===== src/rtl/tt_um_ws2812b_transmitter_if.sv =====
// TinyQV byte-peripheral register bus shared by the WS2812B transmitter.
// The CPU side (master) drives address/write strobe/data; the peripheral
// (slave) returns combinational read data for the presented address.
interface tt_um_ws2812b_transmitter_if;
    logic [3:0] address;
    logic       data_write;
    logic [7:0] data_in;
    logic [7:0] data_out;

    modport master (
        output address,
        output data_write,
        output data_in,
        input  data_out
    );

    modport slave (
        input  address,
        input  data_write,
        input  data_in,
        output data_out
    );
endinterface


===== src/rtl/tt_um_ws2812b_transmitter.sv =====
// WS2812B NRZ transmitter: shifts 24-bit GRB frames MSB first, optionally
// across a chain of LEDs reloaded from the live colour registers, and ends
// each transfer with a programmable low latch period.
module tt_um_ws2812b_transmitter (
    input  logic                               clk,
    input  logic                               rst_n,
    input  logic [7:0]                         ui_in,
    output logic [7:0]                         uo_out,
    tt_um_ws2812b_transmitter_if.slave         bus
);

    typedef enum logic [1:0] {
        IDLE  = 2'd0,
        HIGH  = 2'd1,
        LOW   = 2'd2,
        LATCH = 2'd3
    } state_t;

    localparam logic [3:0] ADDR_R      = 4'h0;
    localparam logic [3:0] ADDR_G      = 4'h1;
    localparam logic [3:0] ADDR_B      = 4'h2;
    localparam logic [3:0] ADDR_START  = 4'h3;
    localparam logic [3:0] ADDR_STATUS = 4'h4;
    localparam logic [3:0] ADDR_T0H    = 4'h5;
    localparam logic [3:0] ADDR_T1H    = 4'h6;
    localparam logic [3:0] ADDR_PERIOD = 4'h7;
    localparam logic [3:0] ADDR_LAT_LO = 4'h8;
    localparam logic [3:0] ADDR_LAT_HI = 4'h9;
    localparam logic [3:0] ADDR_CTRL   = 4'hA;

    state_t      state;
    state_t      state_next;

    logic [7:0]  col_r;
    logic [7:0]  col_g;
    logic [7:0]  col_b;
    logic [7:0]  t0h;
    logic [7:0]  t1h;
    logic [7:0]  period;
    logic [15:0] latch_len;
    logic        invert;

    logic [23:0] shift_reg;
    logic [4:0]  bit_idx;
    logic [7:0]  led_cnt;
    logic [15:0] phase;
    logic        consumed;

    logic        busy;
    logic        start_wr;
    logic        colour_wr;
    logic        cfg_wr;
    logic [7:0]  th_raw;
    logic [7:0]  th;
    logic [7:0]  tl;
    logic        phase_clr;
    logic        do_start;
    logic        do_reload;
    logic        do_shift;
    logic        dout;

    // The input PMOD is not used by this peripheral.
    logic        unused_inputs;
    assign unused_inputs = &{1'b0, ui_in};

    assign busy      = (state != IDLE);
    assign start_wr  = bus.data_write && (bus.address == ADDR_START);
    assign colour_wr = bus.data_write && (bus.address <= ADDR_B);
    assign cfg_wr    = bus.data_write && !busy;

    // High time follows the bit under transmission; zero is stretched to one
    // cycle, and the low time never collapses below one cycle.
    assign th_raw = shift_reg[23] ? t1h : t0h;
    assign th     = (th_raw == 8'd0) ? 8'd1 : th_raw;
    assign tl     = (period > th) ? (period - th) : 8'd1;

    assign dout   = (state == HIGH);
    assign uo_out = {8{dout ^ invert}};

    // State register.
    always_ff @(posedge clk or negedge rst_n) begin
        if (!rst_n) begin
            state <= IDLE;
        end else begin
            // NOTE: sequential state uses non-blocking assignments so every
            // register samples the pre-edge values of all others.
            state <= state_next;
        end
    end

    // Next-state decode and datapath strobes for the bit/LED sequencer.
    always_comb begin
        // NOTE: every output gets a default first so no path infers a latch.
        state_next = state;
        phase_clr  = 1'b0;
        do_start   = 1'b0;
        do_reload  = 1'b0;
        do_shift   = 1'b0;
        case (state)
            IDLE: begin
                if (start_wr) begin
                    state_next = HIGH;
                    phase_clr  = 1'b1;
                    do_start   = 1'b1;
                end
            end
            HIGH: begin
                if (phase == ({8'd0, th} - 16'd1)) begin
                    state_next = LOW;
                    phase_clr  = 1'b1;
                end
            end
            LOW: begin
                if (phase == ({8'd0, tl} - 16'd1)) begin
                    phase_clr = 1'b1;
                    if (bit_idx != 5'd0) begin
                        do_shift   = 1'b1;
                        state_next = HIGH;
                    end else if (led_cnt != 8'd0) begin
                        do_reload  = 1'b1;
                        state_next = HIGH;
                    end else if (latch_len == 16'd0) begin
                        state_next = IDLE;
                    end else begin
                        state_next = LATCH;
                    end
                end
            end
            LATCH: begin
                if (phase == (latch_len - 16'd1)) begin
                    state_next = IDLE;
                    phase_clr  = 1'b1;
                end
            end
            default: state_next = IDLE;
        endcase
    end

    // Shared phase counter, shift register, bit index and LED counter.
    always_ff @(posedge clk or negedge rst_n) begin
        if (!rst_n) begin
            phase     <= 16'd0;
            shift_reg <= 24'd0;
            bit_idx   <= 5'd0;
            led_cnt   <= 8'd0;
        end else begin
            if (phase_clr || !busy) begin
                phase <= 16'd0;
            end else begin
                phase <= phase + 16'd1;
            end

            if (do_start || do_reload) begin
                // Loads see the pre-edge colour, so a same-edge colour write
                // is held over for the next LED.
                shift_reg <= {col_g, col_r, col_b};
                bit_idx   <= 5'd23;
            end else if (do_shift) begin
                shift_reg <= {shift_reg[22:0], 1'b0};
                bit_idx   <= bit_idx - 5'd1;
            end

            if (do_start) begin
                led_cnt <= bus.data_in;
            end else if (do_reload) begin
                led_cnt <= led_cnt - 8'd1;
            end
        end
    end

    // Consumed flag: a colour write clears it even on the edge of a load.
    always_ff @(posedge clk or negedge rst_n) begin
        if (!rst_n) begin
            consumed <= 1'b0;
        end else if (colour_wr) begin
            consumed <= 1'b0;
        end else if (do_start || do_reload) begin
            consumed <= 1'b1;
        end
    end

    // Register writes: colours always accepted, timing/control only when idle.
    always_ff @(posedge clk or negedge rst_n) begin
        if (!rst_n) begin
            col_r     <= 8'h00;
            col_g     <= 8'h00;
            col_b     <= 8'h00;
            t0h       <= 8'd26;
            t1h       <= 8'd51;
            period    <= 8'd80;
            latch_len <= 16'h0F00;
            invert    <= 1'b0;
        end else if (bus.data_write) begin
            case (bus.address)
                ADDR_R: col_r <= bus.data_in;
                ADDR_G: col_g <= bus.data_in;
                ADDR_B: col_b <= bus.data_in;
                ADDR_T0H: if (cfg_wr) t0h <= bus.data_in;
                ADDR_T1H: if (cfg_wr) t1h <= bus.data_in;
                ADDR_PERIOD: if (cfg_wr) period <= bus.data_in;
                ADDR_LAT_LO: if (cfg_wr) latch_len[7:0] <= bus.data_in;
                ADDR_LAT_HI: if (cfg_wr) latch_len[15:8] <= bus.data_in;
                ADDR_CTRL: if (cfg_wr) invert <= bus.data_in[0];
                default: ;
            endcase
        end
    end

    // Combinational read mux; unmapped addresses return zero.
    always_comb begin
        bus.data_out = 8'h00;
        case (bus.address)
            ADDR_R:      bus.data_out = col_r;
            ADDR_G:      bus.data_out = col_g;
            ADDR_B:      bus.data_out = col_b;
            ADDR_START:  bus.data_out = led_cnt;
            ADDR_STATUS: bus.data_out = {6'd0, consumed, busy};
            ADDR_T0H:    bus.data_out = t0h;
            ADDR_T1H:    bus.data_out = t1h;
            ADDR_PERIOD: bus.data_out = period;
            ADDR_LAT_LO: bus.data_out = latch_len[7:0];
            ADDR_LAT_HI: bus.data_out = latch_len[15:8];
            ADDR_CTRL:   bus.data_out = {7'd0, invert};
            default:     bus.data_out = 8'h00;
        endcase
    end

endmodule


===== src/flat_wrapper.sv =====
// flat-port wrapper written by rule: the top's interface ports become plain ports
module tt_um_ws2812b_transmitter_flat 
  (clk, rst_n, ui_in, uo_out, bus_address, bus_data_write, bus_data_in, bus_data_out);
  tt_um_ws2812b_transmitter_if bus_i ();
  input  logic clk;
  input  logic rst_n;
  input  logic [7:0] ui_in;
  output logic [7:0] uo_out;
  input wire logic [$bits(bus_i.address)-1:0] bus_address;
  input wire logic [$bits(bus_i.data_write)-1:0] bus_data_write;
  input wire logic [$bits(bus_i.data_in)-1:0] bus_data_in;
  output wire logic [$bits(bus_i.data_out)-1:0] bus_data_out;
  assign bus_i.address = bus_address;
  assign bus_i.data_write = bus_data_write;
  assign bus_i.data_in = bus_data_in;
  assign bus_data_out = bus_i.data_out;
  tt_um_ws2812b_transmitter u_core (.clk(clk), .rst_n(rst_n), .ui_in(ui_in), .uo_out(uo_out), .bus(bus_i));
endmodule

===== config.mk =====
export PLATFORM = sky130hd
export DESIGN_NAME = tt_um_ws2812b_transmitter_flat
export DESIGN_NICKNAME = d
export VERILOG_FILES = /design/src/rtl/tt_um_ws2812b_transmitter_if.sv /design/src/rtl/tt_um_ws2812b_transmitter.sv /design/src/flat_wrapper.sv
export SDC_FILE = /design/constraint.sdc
export NUM_CORES = 1
export LEC_CHECK = 0
export BUFFER_PORTS_ARGS = -buffer_cell sky130_fd_sc_hd__buf_2
export CELL_PAD_IN_SITES_DETAIL_PLACEMENT = 1
export CELL_PAD_IN_SITES_GLOBAL_PLACEMENT = 1
export CORE_MARGIN = 2
export CORE_UTILIZATION = 50
export CTS_BUF_LIST = sky130_fd_sc_hd__clkbuf_8 sky130_fd_sc_hd__clkbuf_16
export CTS_CLUSTER_DIAMETER = 60
export CTS_CLUSTER_SIZE = 25
export DETAILED_ROUTE_END_ITERATION = 16
export GPL_TIMING_DRIVEN = 1
export MAX_ROUTING_LAYER = met4
export PLACE_DENSITY_LB_ADDON = 0.1
export REMOVE_ABC_BUFFERS = 1
export SLEW_MARGIN = 20
export SYNTH_ARGS = -nofsm -noshare
export SYNTH_HDL_FRONTEND = slang
export SYNTH_SLANG_ARGS = --single-unit

===== constraint.sdc =====
create_clock -name clk -period 14.95 [get_ports clk]
set_clock_uncertainty 0.2 [all_clocks]
set_input_delay 2.99 -clock clk [delete_from_list [all_inputs] [get_ports clk]]
set_output_delay 2.99 -clock clk [all_outputs]
set_load 0.02 [all_outputs]

# Word-level counts from Yosys, hierarchy flattened
# Index checks and enable logic that the tools add are counted.
[classes] bitwise_logic=1 addsub=7 n_reduce_logical=26 n_eq_ne=20 n_lt_le_gt_ge=2 muxes=34
[ops] operator="$pmux W8 S11" count=1
[ops] operator="$eq A16 B16 Y1" count=3
[ops] operator="$mux W24" count=2
[ops] operator="$mux W8" count=5
[ops] operator="$reduce_and A3 Y1" count=6
[ops] operator="$sub A8 B1 Y9 const B" count=2
[ops] operator="$add A16 B1 Y16 const B" count=1
[ops] operator="$eq A4 B3 Y1 const B" count=4
[ops] operator="$logic_not A16 Y1" count=1
[ops] operator="$mux W16" count=1
[ops] operator="$sub A16 B1 Y16 const B" count=1
[ops] operator="$mux W1" count=14
[ops] operator="$mux W2" count=7
[ops] operator="$eq A4 B4 Y1 const B" count=3
[ops] operator="$mux W5" count=2
[ops] operator="$eq A4 B2 Y1 const B" count=2
[ops] operator="$gt A8 B8 Y1" count=1
[ops] operator="$logic_not A8 Y1" count=1
[ops] operator="$pmux W2 S4" count=1
[ops] operator="$reduce_bool A2 Y1" count=4
[ops] operator="$reduce_bool A8 Y1" count=1
[ops] operator="$sub A8 B1 Y8 const B" count=1
[ops] operator="$sub A8 B8 Y8" count=1
[ops] operator="$ne A2 B1 Y1 const B" count=3
[ops] operator="16 further kinds" count=22
[totals] output_inout_bits=16 reg_bits=121

# Logic depth before layout (Yosys ltp)
[logic_depth] word_depth=12 depth_mapped=29

# Worst setup path before layout
# Ideal clock, no wire load.
[synth_timing] path_type="input-to-output" from="input bus_address[0]" to="output bus_data_out[6]" path_buffers=3 cell_stages=5 slack_ns=7.303 t_arrival_ns=4.457 cell_sequence="clkbuf_1 > buf_1 > buf_1 > a32oi_1 > o21ai_0"
[synth_via] elab_chain_len=2 word_cells_on_any_way=12
[synth_lines] element="start: declaration" line_no="flat_wrapper.sv:9" rtl="input wire logic [$bits(bus_i.address)-1:0] bus_address;"
[synth_lines] element="$eq A4 B4 Y1, or another cell as far along" line_no="tt_um_ws2812b_transmitter.sv:212" rtl="case (bus.address)"
[synth_lines] element="$pmux W8 S11 *" line_no="tt_um_ws2812b_transmitter.sv:212"
[synth_lines] element="end: declaration" line_no="flat_wrapper.sv:12" rtl="output wire logic [$bits(bus_i.data_out)-1:0] bus_data_out;"
# Every way passes the cells marked *; elsewhere a longest branch is shown, timed or not.

# Worst setup path in the final report
[layout_timing] from="input bus_address[0]" to="output bus_data_out[4]"
# The elaborated chain is that of the path after synthesis.

==> reports/metrics.cfg <==
[layout]
syn_to_final_growth_pct=9.58
fillCellCount=1716
layout_common_cells=dfrtp_1 (108), mux2_2 (72), nor2_1 (61)
drive_gt1_share_pct=20.4
seqCellArea_um2=3040
fin_area_um2=8580
largest_register_ffs=24
final_common_cell=dfrtp_1
layout.nets=843
multiInputGateArea_um2=4450
diodes=0

[synthesis]
yosys_most_used_dff=dfrtp_1
ys_top_cells_by_area=dfrtp_1 (35%), mux2_2 (10%), xnor2_1 (5.0%)
avgSynthCellArea_um2=9.71
synth_edf_count=0
synth_area_um2=7830
yosys_warnings=0
synth_top_area_cell=dfrtp_1
netlist.area_leader.share_pct=34.5
seq_area_frac_synth_pct=38.9
netlist_instances=806
ys_types=78
async_flop_share_pct=100
ys_ff_latch=121

[critical_path]
r2r_cells=25
critPathKind=in2out
worst_path_max_delay_cell=nor2b_1
worstPathBufferInverterCount=2
worst_ep_arrival_time_ns=5.39
r2r_start=u_core.shift_reg[23]$_DFFE_PN0P_
slowest_delay_ns=0.81
worstPathCellList=buf_2, nor2b_1, a22oi_1, o221a_2, o22ai_1, buf_2
rrSetupSlack_ns=7.59
crit_path_max_fanout=37
crit_path_end=bus_data_out[4]
crit_cells=6
end_kind=primary output
rr_endpoint=u_core.shift_reg[18]$_DFFE_PN0P_
cp_common_cell=buf_2
startpoint=bus_address[0]
startpoint_type=input port
path_delay_family=simple AND/OR/NAND/NOR gates
worstPathRequired_ns=11.76

[pwr]
powerDensity_nw_per_um2=116
p_clk_share_pct=38.7
p_leak_nw=3.73
p_int_mw=0.685
p_seq_share_pct=39.2
ir_drop_uv=86.8
swShare_pct=31.4
switchingPower_mw=0.314
p_total_mw=0.999
pwr-share-comb_pct=22.1

[route]
drt-initial-drc-count=439
dr_wl_met3_um=724
postRouteAntennaNets=0
wl_met1_mm=10.2
dr.pass1.iters=5
routed_wl_mm=23.4
dr_wl_met2_mm=12.0
via_per_inst=6.23
routed.top_layer=met4
wl_per_cell_um=22.8
vias=6414
drc=0

[clocking]
clk-insertion-delay-late_ns=0.42
cts_resized=0
postCtsHoldBufs=0
clockBufferDepth=2
cts_sinks=121
h-tree-depth=4
clk_pin_slew_ns=0.06
cts_tree=yes
numCtsBuffers=17
cts_setup_buffers=0
clockRootBuffer=clkbuf_16

[die]
die_w_um=129
core-area_um2=15300
rows=45
io_pins=39
start_util_pct=51.3
die-area_um2=16700
fp.dieH_um=129

[global_routing]
antenna_found_initial=0
grt_pass1_vias=6817
grt_max_degree=65
grt_overflow=0
grtUsageTotal_pct=30.9
grt_pass1_wl_mm=38.1

[timing]
worst_slew_pin_slew_ns=1.01
rsz0062_at_grt=no
relSlewSlack_pct=32.2
slew_violations=0
fmax_ghz=0.117
setup_tns_ns=0
hold_viol_final=0
min_period_ns=8.58
setup_viol=0
period_share_pct=57.4

[place]
place.gp.congestion=0.915
dpl.hpwl_mm=16.6
dpl_cell_area_um2=8020
port_buffers=30

[flow_run]
max_cap_violations=0

[hold_path]
hp-class=reg2reg

[run_status]
status=finished, final reports clean

## power by group through the flow
stage | Sequential, mW | Clock (mW) | Combinational [mW]
4_1_cts | 0.391 | 0.393 | 0.221
2_1_floorplan | 0.383 | 0 | 0.159
3_3_place_gp | 0.392 | 0 | 0.208
6_report | 0.391 | 0.387 | 0.221
3_5_place_dp | 0.396 | 0 | 0.218
5_1_grt | 0.395 | 0.404 | 0.244
## per-layer routing
layer | track usage (%) | vias up
met5 | - | -
met4 | 12.1 | 0
met3 | 3.67 | 35
met2 | 51.9 | 143
met1 | 38.2 | 3298
li1 | - | 2938
## synth_stat cells (18+ instances only)
master,count
dfrtp_1,108
mux2_2,72
nor2_1,61
nand2_1,51
xnor2_1,45
nand3_1,31
clkbuf_1,30
o21ai_0,30
nor3_1,28
mux2i_1,26
xor2_1,21
inv_1,20
and2_1,18
## worst register-to-register path: stages (launching register included)
cell and delay (ns):
dfrtp_1 0.77, nor3_1 0.11, a21o_1 0.23, nand3_1 0.13, o21a_1 0.20, inv_1 0.07
ha_1 0.20, fa_1 0.46, nand2b_1 0.27, a211oi_1 0.42, o211ai_2 0.32, inv_1 0.20
and2_1 0.15, ha_1 0.31, xor2_1 0.29, nand2_1 0.09, nor3_1 0.16, a31oi_1 0.06
o32a_1 0.19, nor2_1 0.12, o2111a_2 0.26, nand4_4 0.27, nor2_2 0.87, nor2_1 0.26
buf_4 0.29, a221o_1 0.33
## cells by family after synthesis
family,count (synthesis),synth area share [%]
AOI/OAI and AO/OA,163,15.5
xor gates and xnor gates,66,7.39
adders and majority gates,15,2.49
buffers and inverters,75,4.24
DFF,121,38.9
muxes,99,14.0
and+or+nand+nor,267,17.6
## how the worst min path moves through the flow
stage	from	to	slack, ns	cells past startpoint
after detailed placement	u_core.shift_reg[14]$_DFFE_PN0P_	u_core.shift_reg[14]$_DFFE_PN0P_	0.27	1
after CTS	u_core.shift_reg[14]$_DFFE_PN0P_	u_core.shift_reg[14]$_DFFE_PN0P_	0.28	1
after global routing	u_core.shift_reg[8]$_DFFE_PN0P_	u_core.shift_reg[8]$_DFFE_PN0P_	0.30	1
final	u_core.shift_reg[19]$_DFFE_PN0P_	u_core.shift_reg[19]$_DFFE_PN0P_	0.28	1
after floorplan	u_core.shift_reg[14]$_DFFE_PN0P_	u_core.shift_reg[14]$_DFFE_PN0P_	0.24	1
after global placement	u_core.shift_reg[19]$_DFFE_PN0P_	u_core.shift_reg[19]$_DFFE_PN0P_	0.26	1
## stage by stage
step                      hold slack, ns  instances  worst slack [ns]  util (%)
after floorplan                    0.241        752              7.49         -
after global placement             0.256        997              6.50      52.6
after detailed placement           0.266        997              6.47      52.6
after CTS                          0.280       1029              6.45      56.2
after global routing               0.300       1029              6.23      56.2
final                              0.278       1029              6.37      56.2
## layout make-up
cell class / instances / share of cell area [%]
Inverter: 21 / 0.919
Clock inverter: 15 / 1.47
Sequential cell: 121 / 35.5
Clock buffer: 17 / 4.96
Multi-Input combinational cell: 610 / 51.9
Timing Repair Buffer: 34 / 2.13
Tap cell: 211 / 3.08
Power figures use the tool's default switching activity.
